==> src/rtl/uart_rx_fifo.sv <==
// uart_rx_fifo: 8N1 UART receiver feeding a small valid/ready output FIFO.
//
// Ports:
//   clk, rst_n      system clock, asynchronous active-low reset
//   rx_i            serial line (idle high, asynchronous to clk)
//   rx_en_i         receiver enable; low aborts any frame in progress
//   divisor_i       clk cycles per bit (values below 4 behave as 4), latched per frame
//   data_o/valid_o  FIFO head byte / FIFO non-empty
//   ready_i         consumer pops the head when valid_o && ready_i
//   busy_o          frame in progress
//   frame_err_o     one-cycle pulse when the stop bit is sampled low
//   overrun_o       one-cycle pulse when a good byte is dropped on a full FIFO
//   level_o         FIFO occupancy
//
// Both error pulses are registered, so they appear in the same cycle a good
// byte would have become visible on valid_o.
module uart_rx_fifo #(
  parameter int DIV_WIDTH  = 16,
  parameter int FIFO_DEPTH = 4
) (
  input  logic                        clk,
  input  logic                        rst_n,
  input  logic                        rx_i,
  input  logic                        rx_en_i,
  input  logic [DIV_WIDTH-1:0]        divisor_i,
  output logic [7:0]                  data_o,
  output logic                        valid_o,
  input  logic                        ready_i,
  output logic                        busy_o,
  output logic                        frame_err_o,
  output logic                        overrun_o,
  output logic [$clog2(FIFO_DEPTH):0] level_o
);
  localparam int AW = $clog2(FIFO_DEPTH);
  localparam logic [AW:0] FULL_LVL = (AW+1)'(FIFO_DEPTH);

  typedef enum logic [2:0] {IDLE, START, DATA, STOP, BREAK} state_e;

  // ---------------- synchronizer and edge detect ----------------
  logic       rx_meta_q, rx_s_q, rx_prev_q;
  logic [1:0] fill_q;
  logic       armed_q;
  logic       fall_w;

  // The synchronizer resets to 1, which would make a line that is already
  // low at reset release look like a falling edge. armed_q only sets once the
  // synchronizer holds real line samples and the line has been seen high.
  always_ff @(posedge clk or negedge rst_n) begin
    if (!rst_n) begin
      rx_meta_q <= 1'b1;
      rx_s_q    <= 1'b1;
      rx_prev_q <= 1'b1;
      fill_q    <= '0;
      armed_q   <= 1'b0;
    end else begin
      rx_meta_q <= rx_i;
      rx_s_q    <= rx_meta_q;
      rx_prev_q <= rx_s_q;
      fill_q    <= {fill_q[0], 1'b1};
      if (fill_q[1] && rx_s_q) armed_q <= 1'b1;
    end
  end

  assign fall_w = armed_q & rx_prev_q & ~rx_s_q;

  // ---------------- receive FSM ----------------
  state_e               state_q;
  logic [DIV_WIDTH-1:0] cnt_q, div_q, div_eff_w;
  logic [2:0]           bit_idx_q;
  logic [7:0]           shift_q;
  logic                 busy_q, ferr_q;
  logic                 cnt_zero_w, push_w;

  assign div_eff_w  = (divisor_i < DIV_WIDTH'(4)) ? DIV_WIDTH'(4) : divisor_i;
  assign cnt_zero_w = (cnt_q == '0);
  // Good stop bit; a disable in the same cycle wins and drops the byte.
  assign push_w     = rx_en_i && (state_q == STOP) && cnt_zero_w && rx_s_q;

  always_ff @(posedge clk or negedge rst_n) begin
    if (!rst_n) begin
      state_q   <= IDLE;
      cnt_q     <= '0;
      div_q     <= DIV_WIDTH'(4);
      bit_idx_q <= '0;
      shift_q   <= '0;
      busy_q    <= 1'b0;
      ferr_q    <= 1'b0;
    end else begin
      ferr_q <= 1'b0;
      if (!rx_en_i) begin
        state_q <= IDLE;
        busy_q  <= 1'b0;
      end else begin
        case (state_q)
          IDLE: if (fall_w) begin
            state_q <= START;
            busy_q  <= 1'b1;
            div_q   <= div_eff_w;
            cnt_q   <= (div_eff_w >> 1) - DIV_WIDTH'(1);
          end
          START: begin
            if (!cnt_zero_w) cnt_q <= cnt_q - DIV_WIDTH'(1);
            else if (rx_s_q) begin         // line back high: false start
              state_q <= IDLE;
              busy_q  <= 1'b0;
            end else begin
              state_q   <= DATA;
              cnt_q     <= div_q - DIV_WIDTH'(1);
              bit_idx_q <= '0;
            end
          end
          DATA: begin
            if (!cnt_zero_w) cnt_q <= cnt_q - DIV_WIDTH'(1);
            else begin
              shift_q[bit_idx_q] <= rx_s_q;
              cnt_q              <= div_q - DIV_WIDTH'(1);
              bit_idx_q          <= bit_idx_q + 3'd1;
              if (bit_idx_q == 3'd7) state_q <= STOP;
            end
          end
          STOP: begin
            if (!cnt_zero_w) cnt_q <= cnt_q - DIV_WIDTH'(1);
            else if (rx_s_q) begin
              state_q <= IDLE;
              busy_q  <= 1'b0;
            end else begin
              ferr_q  <= 1'b1;
              state_q <= BREAK;
            end
          end
          BREAK: if (rx_s_q) begin         // hold off until the line releases
            state_q <= IDLE;
            busy_q  <= 1'b0;
          end
          default: begin
            state_q <= IDLE;
            busy_q  <= 1'b0;
          end
        endcase
      end
    end
  end

  // ---------------- output FIFO ----------------
  logic [7:0] mem_q [FIFO_DEPTH];
  logic [AW:0] wr_q, rd_q, level_w;
  logic        empty_w, full_w, pop_w, ovr_q;

  assign level_w = wr_q - rd_q;
  assign empty_w = (wr_q == rd_q);
  assign full_w  = (level_w == FULL_LVL);
  assign pop_w   = !empty_w && ready_i;

  always_ff @(posedge clk or negedge rst_n) begin
    if (!rst_n) begin
      for (int i = 0; i < FIFO_DEPTH; i++) mem_q[i] <= '0;
      wr_q  <= '0;
      rd_q  <= '0;
      ovr_q <= 1'b0;
    end else begin
      // A simultaneous pop frees the slot, so a full FIFO still accepts.
      if (push_w && (!full_w || pop_w)) begin
        mem_q[wr_q[AW-1:0]] <= shift_q;
        wr_q                <= wr_q + (AW+1)'(1);
      end
      if (pop_w) rd_q <= rd_q + (AW+1)'(1);
      ovr_q <= push_w && full_w && !pop_w;
    end
  end

  assign data_o      = mem_q[rd_q[AW-1:0]];
  assign valid_o     = !empty_w;
  assign level_o     = level_w;
  assign busy_o      = busy_q;
  assign frame_err_o = ferr_q;
  assign overrun_o   = ovr_q;
endmodule

==> config.mk <==
export PLATFORM = sky130hd
export DESIGN_NAME = uart_rx_fifo
export DESIGN_NICKNAME = d
export VERILOG_FILES = /design/src/rtl/uart_rx_fifo.sv
export SDC_FILE = /design/constraint.sdc
export NUM_CORES = 1
export LEC_CHECK = 0
export CAP_MARGIN = 20
export CORE_UTILIZATION = 54
export DETAILED_ROUTE_END_ITERATION = 10
export PLACE_DENSITY_LB_ADDON = 0.1
export SLEW_MARGIN = 20
export SYNTH_ARGS = -nofsm -noshare
export SYNTH_HDL_FRONTEND = slang
export SYNTH_SLANG_ARGS = --single-unit
==> constraint.sdc <==
create_clock -name clk -period 5.1 [get_ports clk]
set_input_delay 1.275 -clock clk [delete_from_list [all_inputs] [get_ports clk]]
set_output_delay 1.275 -clock clk [all_outputs]
set_load 0.005 [all_outputs]
=== After elaboration in Yosys (flattened, before gate mapping) ===
Index checks and enable logic that the tools add are counted.

* Bits of input ports: 21
* Word-level logic and storage cells: 122
* Register bits after elaboration: 93

* Bitwise logic cells: 5
* Muxes and demuxes: 39
* $add $sub $neg: 7
* Equality and inequality tests: 21
* Reduce and logical (&&, ||, !) cells: 25
* $lt $le $gt $ge: 6

{| class="wikitable"
|+ Operator list
! operator !! number
|-
| two-way mux 16 bit || 6
|-
| one-hot mux 16 bit (4 select lines) || 1
|-
| two-way mux 3 bit || 11
|-
| bitwise mux 32 bit || 1
|-
| subtractor 16 x 1 -> 16 bit (second input constant) || 2
|-
| two-way mux 8 bit || 3
|-
| != test 3 bit (second input constant) || 7
|-
| binary-select mux 8 bit (select 2 bit) || 1
|-
| demux 8 bit (select 2 bit) || 1
|-
| zero test 16 bit || 1
|-
| < comparator 16 x 3 -> 1 bit (second input constant) || 1
|-
| subtractor 15 x 1 -> 16 bit (second input constant) || 1
|-
| one-hot mux 3 bit (5 select lines) || 1
|-
| != test 2 bit (second input constant) || 6
|-
| logical AND 1 bit || 10
|-
| AND reduction 5 bit || 2
|-
| adder 3 x 1 -> 3 bit (second input constant) || 3
|-
| == test 3 bit (second input constant) || 3
|-
| two-way mux 1 bit || 9
|-
| AND reduction 3 bit || 3
|-
| bitwise mux 8 bit || 1
|-
| == test 3 x 2 -> 1 bit (second input constant) || 2
|-
| greater-or-equal comparator 3 bit (second input constant) || 2
|-
| NOT 2 -> 3 bit || 2
|-
| other kinds (20) || 23
|}

=== Longest topological paths before layout ===
* Depth in word-level cells: 6
* Depth in mapped cells: 12

=== Worst setup path after synthesis ===
No wires, ideal clock.

* Path kind: input -> register
* Start point: input port divisor_i[6]
* End point: register cnt_q[12]
* Required time: 4.966 ns
* Buffers on the path: 1
* Slack: 0.809 ns
* Setup time: 0.134 ns
* Cell stages on the path: 12
* Arrival: 4.157 ns
* Cells stage by stage: or4_1 > clkbuf_1 > or3_1 > nor4_1 > nand2b_1 > ha_1 > or4b_2 > nor3_1 > xor2_1 > a22o_1 > a21oi_1 > o21ai_0

* Cells in the longest elaborated chain, start to end: 5

{| class="wikitable"
|+ RTL lines
! what !! RTL line !! source
|-
| start, declared || 25 || <nowiki>input logic [DIV_WIDTH-1:0] divisor_i,</nowiki>
|-
| < comparator 16 x 3 -> 1 bit || 74 || <nowiki>assign div_eff_w = (divisor_i < DIV_WIDTH'(4)) ? DIV_WIDTH'(4) : divisor_i;</nowiki>
|-
| two-way mux 16 bit * || 74 ||
|-
| subtractor 15 x 1 -> 16 bit * || 99 || <nowiki>cnt_q <= (div_eff_w >> 1) - DIV_WIDTH'(1);</nowiki>
|-
| two-way mux 16 bit * || 95 || <nowiki>IDLE: if (fall_w) begin</nowiki>
|-
| one-hot mux 16 bit (4 select lines) * || 94 || <nowiki>case (state_q)</nowiki>
|-
| end signal, assigned || 99 ||
|-
| end signal, assigned || 102 || <nowiki>if (!cnt_zero_w) cnt_q <= cnt_q - DIV_WIDTH'(1);</nowiki>
|-
| end signal, assigned || 108 || <nowiki>cnt_q <= div_q - DIV_WIDTH'(1);</nowiki>
|-
| end, declared || 68 || <nowiki>logic [DIV_WIDTH-1:0] cnt_q, div_q, div_eff_w;</nowiki>
|}

Every way passes the cells marked *; elsewhere a longest branch is shown, timed or not. The select of a mux whose other input is x is not followed.
A chain may end at the register's enable or synchronous reset.

=== Final worst setup path ===
* Start point: input port divisor_i[10]
* End point: register cnt_q[12]

Same word-level chain as after synthesis.

==> summary.txt <==
Yosys
  – Largest family of logic cells by synthesized area: simple AND/OR/NAND/NOR gates
  – Post-synthesis xor/xnor area fraction: 4.98%
  – Ranking of synthesized cells by area: dfrtp_1 42%, mux2_2 7.5%, nand2_1 5.0%, o21ai_0 3.6%, mux4_2 3.4%
  – Post-synth ARST share: 100%
  – Share of the synthesized area in the top cell type: 42.2%
  – Synth Area per Inst: 10.1 um2
  – Top_reg_cell synth: dfrtp_1
  – FF+latch count, synth: 93
  – Cell Area, Synth: 5280 um2
  – YS warnings: 0
  – Cells after Synth: 525
  – Compound-cell area share of the yosys netlist: ~11%
  – Synth Area in Simple Gates: 20.5%
  – EDFF count, synth: 0
  – Area leader, netlist: dfrtp_1
  – Synthesized Nets: 559
  – Yosys cell types: 64
  – Mux cell area share after synthesis: a little over an eighth
  – Post-synthesis adder-cell area fraction: 3.22%
  – Sequential area share after synthesis: between 40 and 50%

STA
  – # setup viols final: 0
  – Final hold slack: 0.352 ns
  – Final min period: 4.56 ns
  – Final setup TNS: 0 ns
  – Slew HR: 31.5%
  – Final Max Slew Viols: 0
  – Final Skew: about 0.013 ns
  – Hold Fails Final Rpt: 0
  – Final worst slack: 0.541 ns
  – RSZ-0062 raised after global routing: false
  – Worst-Margin Slew: between 1 and 1.5 ns
  – Fmax: 0.219 GHz
  – Final period utilization: 89.4%

Route
  – DRC violations left: 0
  – DR vias/cell: 5.91
  – Drt pass-1 iters: 5
  – Iter 0 DRT Violations: 269
  – Via count: 4,057
  – Drt wl/cell: 17.1 um
  – WL final: about 12,000 um
  – Routed Antenna Nets: 0

Cells and area
  – Layout cells sized above 1: 16.3%
  – Number of fill cells: 850
  – Antenna diodes: 0
  – Nets: 587
  – Layout overhead on the synthesized area: 12.3%

Power
  – Leakage Power: 0.00261 uW
  – Total power: 2070 uW
  – PwrDens: roughly 350 nW/um2
  – Max IR drop VDD: 0.000223 V

GRT
  – Largest net degree at the start of global routing: 69
  – Grt met3 use: 4.02%
  – GR Overflow Total: 0
  – First-pass GRT wire length: ~19,000 um
  – Vias in the first global route: about 4,000
  – M1 GR Usage: 30.6%
  – Initial antenna violation count: 0
  – All-layer global routing usage: between 20% and 30%
  – Grt peak-use layer: met2
  – Met2 Use GR: between 40% and 50%

Worst setup path
  – Worst reg-to-reg path cell count: 7
  – Launching element type of the critical path: primary input
  – Crit path max fanout: 6
  – Cell Chain, Critical Path: clkdlybuf4s50_1 > or4_1 > or3_1 > nor4_1 > nand2b_1 > ha_1 > or4b_2 > nor3_1 > xor2_1 > a22o_1 > a21oi_1 > o21ai_0
  – Nature of the critical path endpoint: register
  – CP max-delay cell: or4b_2
  – Peak per-stage delay on the critical path: 0.64 ns
  – Crit path kind: in2reg
  – Worst Path Required: 5.35 ns
  – CP arrival: 4.81 ns

Floorplanning
  – Die W: 101 um
  – Chip height: 101 um
  – Die area: 10,200 um2
  – I/O Pins: 36
  – Row count: 35
  – Initial Util: 56.3%
  – Core Area: 9370 um2

Clocking
  – TritonCTS clock tree: built
  – Clk buf depth: 2
  – CTS H-tree depth: 3
  – Worst-Skew Late Latency: 0.36 ns
  – Sinks on Clock Net: 93
  – CTS root buffer: clkbuf_8
  – CTS-repair resized insts: 0
  – Setup repair bufs after CTS: 0
  – Post-CTS Hold Fix Bufs: 0
  – Clk slew on worst S/H paths: 0.10 ns
  – TritonCTS Buffers: 9

Placement
  – IO buf count: 35
  – Placer Congestion: 0.910
  – Dpl ws: between 0.1 and 0.15 ns
  – Post-DP HPWL: roughly 8500 um

Run
  – Max-cap violation count: 0

Outcome
  – Outcome: completed

Hold path
  – Worst min-delay path class: reg2reg
  – Cell depth of the worst hold path: 0
-- routing by layer --
metal	part of all wire [%]	up-vias
li1	-	1941
met1	43	1984
met2	51	115
met3	4.1	17
met4	1.7	0
met5	0	-
-- worst paths after layout --
check | start | endpoint | slack, ns
hold reg to reg | rx_meta_q | rx_s_q | 0.35
setup reg to reg | cnt_q[0] | cnt_q[5] | 1.69
setup / recovery | divisor_i[10] | cnt_q[12] | 0.54
min in group asynchronous | rst_n | rd_q[0] | 1.02
hold / removal | rx_meta_q | rx_s_q | 0.35
max in group asynchronous | rst_n | div_q[2] | 3.17
-- worst max-delay path, delay by kind of cell --
family          cells  cell delay [ns]
buf+inv             1             0.49
xor+xnor            1             0.09
compound gates      3             0.36
fa+ha+maj           1             0.23
simple gates        6             2.36
-- state kept, by name, indices dropped and copies added (netlist names), 2 cells and up --
register   count
mem_q         32
cnt_q         16
div_q         16
shift_q        8
bit_idx_q      3
rd_q           3
state_q        3
wr_q           3
fill_q         2
-- kinds of logic after synthesis --
group	after synthesis
AO/OA/AOI/OAI	94
XOR/XNOR	30
adder cells (fa/ha/maj)	13
buffers and inverters	34
flip-flops	93
multiplexers	52
other	1
AND/OR/NAND/NOR	208
-- Yosys cell counts (4+ instances only) --
| library cell | count |
|---|---|
| dfrtp_1 | 89 |
| nand2_1 | 70 |
| nor2_1 | 40 |
| o21ai_0 | 38 |
| mux2_2 | 35 |
| nor3_1 | 20 |
| a21oi_1 | 18 |
| xnor2_1 | 18 |
| clkbuf_1 | 16 |
| nor4_1 | 13 |
| ha_1 | 12 |
| inv_1 | 12 |
| xor2_1 | 12 |
| nand3_1 | 10 |
| mux4_2 | 8 |
| nand2b_1 | 8 |
| or3_1 | 8 |
| mux2_4 | 7 |
| a211oi_1 | 5 |
| nand3b_1 | 5 |
| or4_1 | 5 |
| dfstp_2 | 4 |
| nand2_4 | 4 |
| nand4_1 | 4 |
| nor3b_1 | 4 |
-- where the power goes --
part	switching, uW	leakage (uW)	internal [uW]
sequential	165	0.00120	839
combinational	296	0.00131	258
clock	270	0.0000993	243
total	731	0.00261	1340
-- placed cells by master, fill, tap and decap left out, types with 4 or more instances in the layout --
cell type,count
a211oi_1,5
a21oi_1,18
buf_4,5
clkbuf_8,10
clkdlybuf4s50_1,34
dfrtp_1,89
dfstp_2,4
ha_1,12
inv_1,12
mux2_2,35
mux2_4,7
mux4_2,8
nand2_1,70
nand2_4,4
nand2b_1,8
nand3_1,10
nand3b_1,5
nand4_1,4
nor2_1,39
nor3_1,20
nor3b_1,4
nor4_1,13
o21ai_0,37
or3_1,8
or4_1,5
xnor2_1,18
xor2_1,12
-- per-stage QoR --
step	utilization (%)	cells	cell area, um2
after CTS	63.2	687	5920
after floorplan	-	525	5280
after detailed placement	61.0	671	5720
after global routing	63.2	687	5920
after global placement	61.0	671	5720
final	63.2	687	5920
-- cell type report --
type                            count  area (um2)  share of cell area (%)
Multi-Input combinational cell    398        2800                    47.3
Sequential cell                    93        2330                    39.4
Timing Repair Buffer               39         378                    6.38
Tap cell                          129         161                    2.72
Clock buffer                       10         138                    2.32
Clock inverter                      6        67.6                    1.14
Inverter                           12        45.0                   0.760
Note: power is estimated with default switching activity, not from simulation.
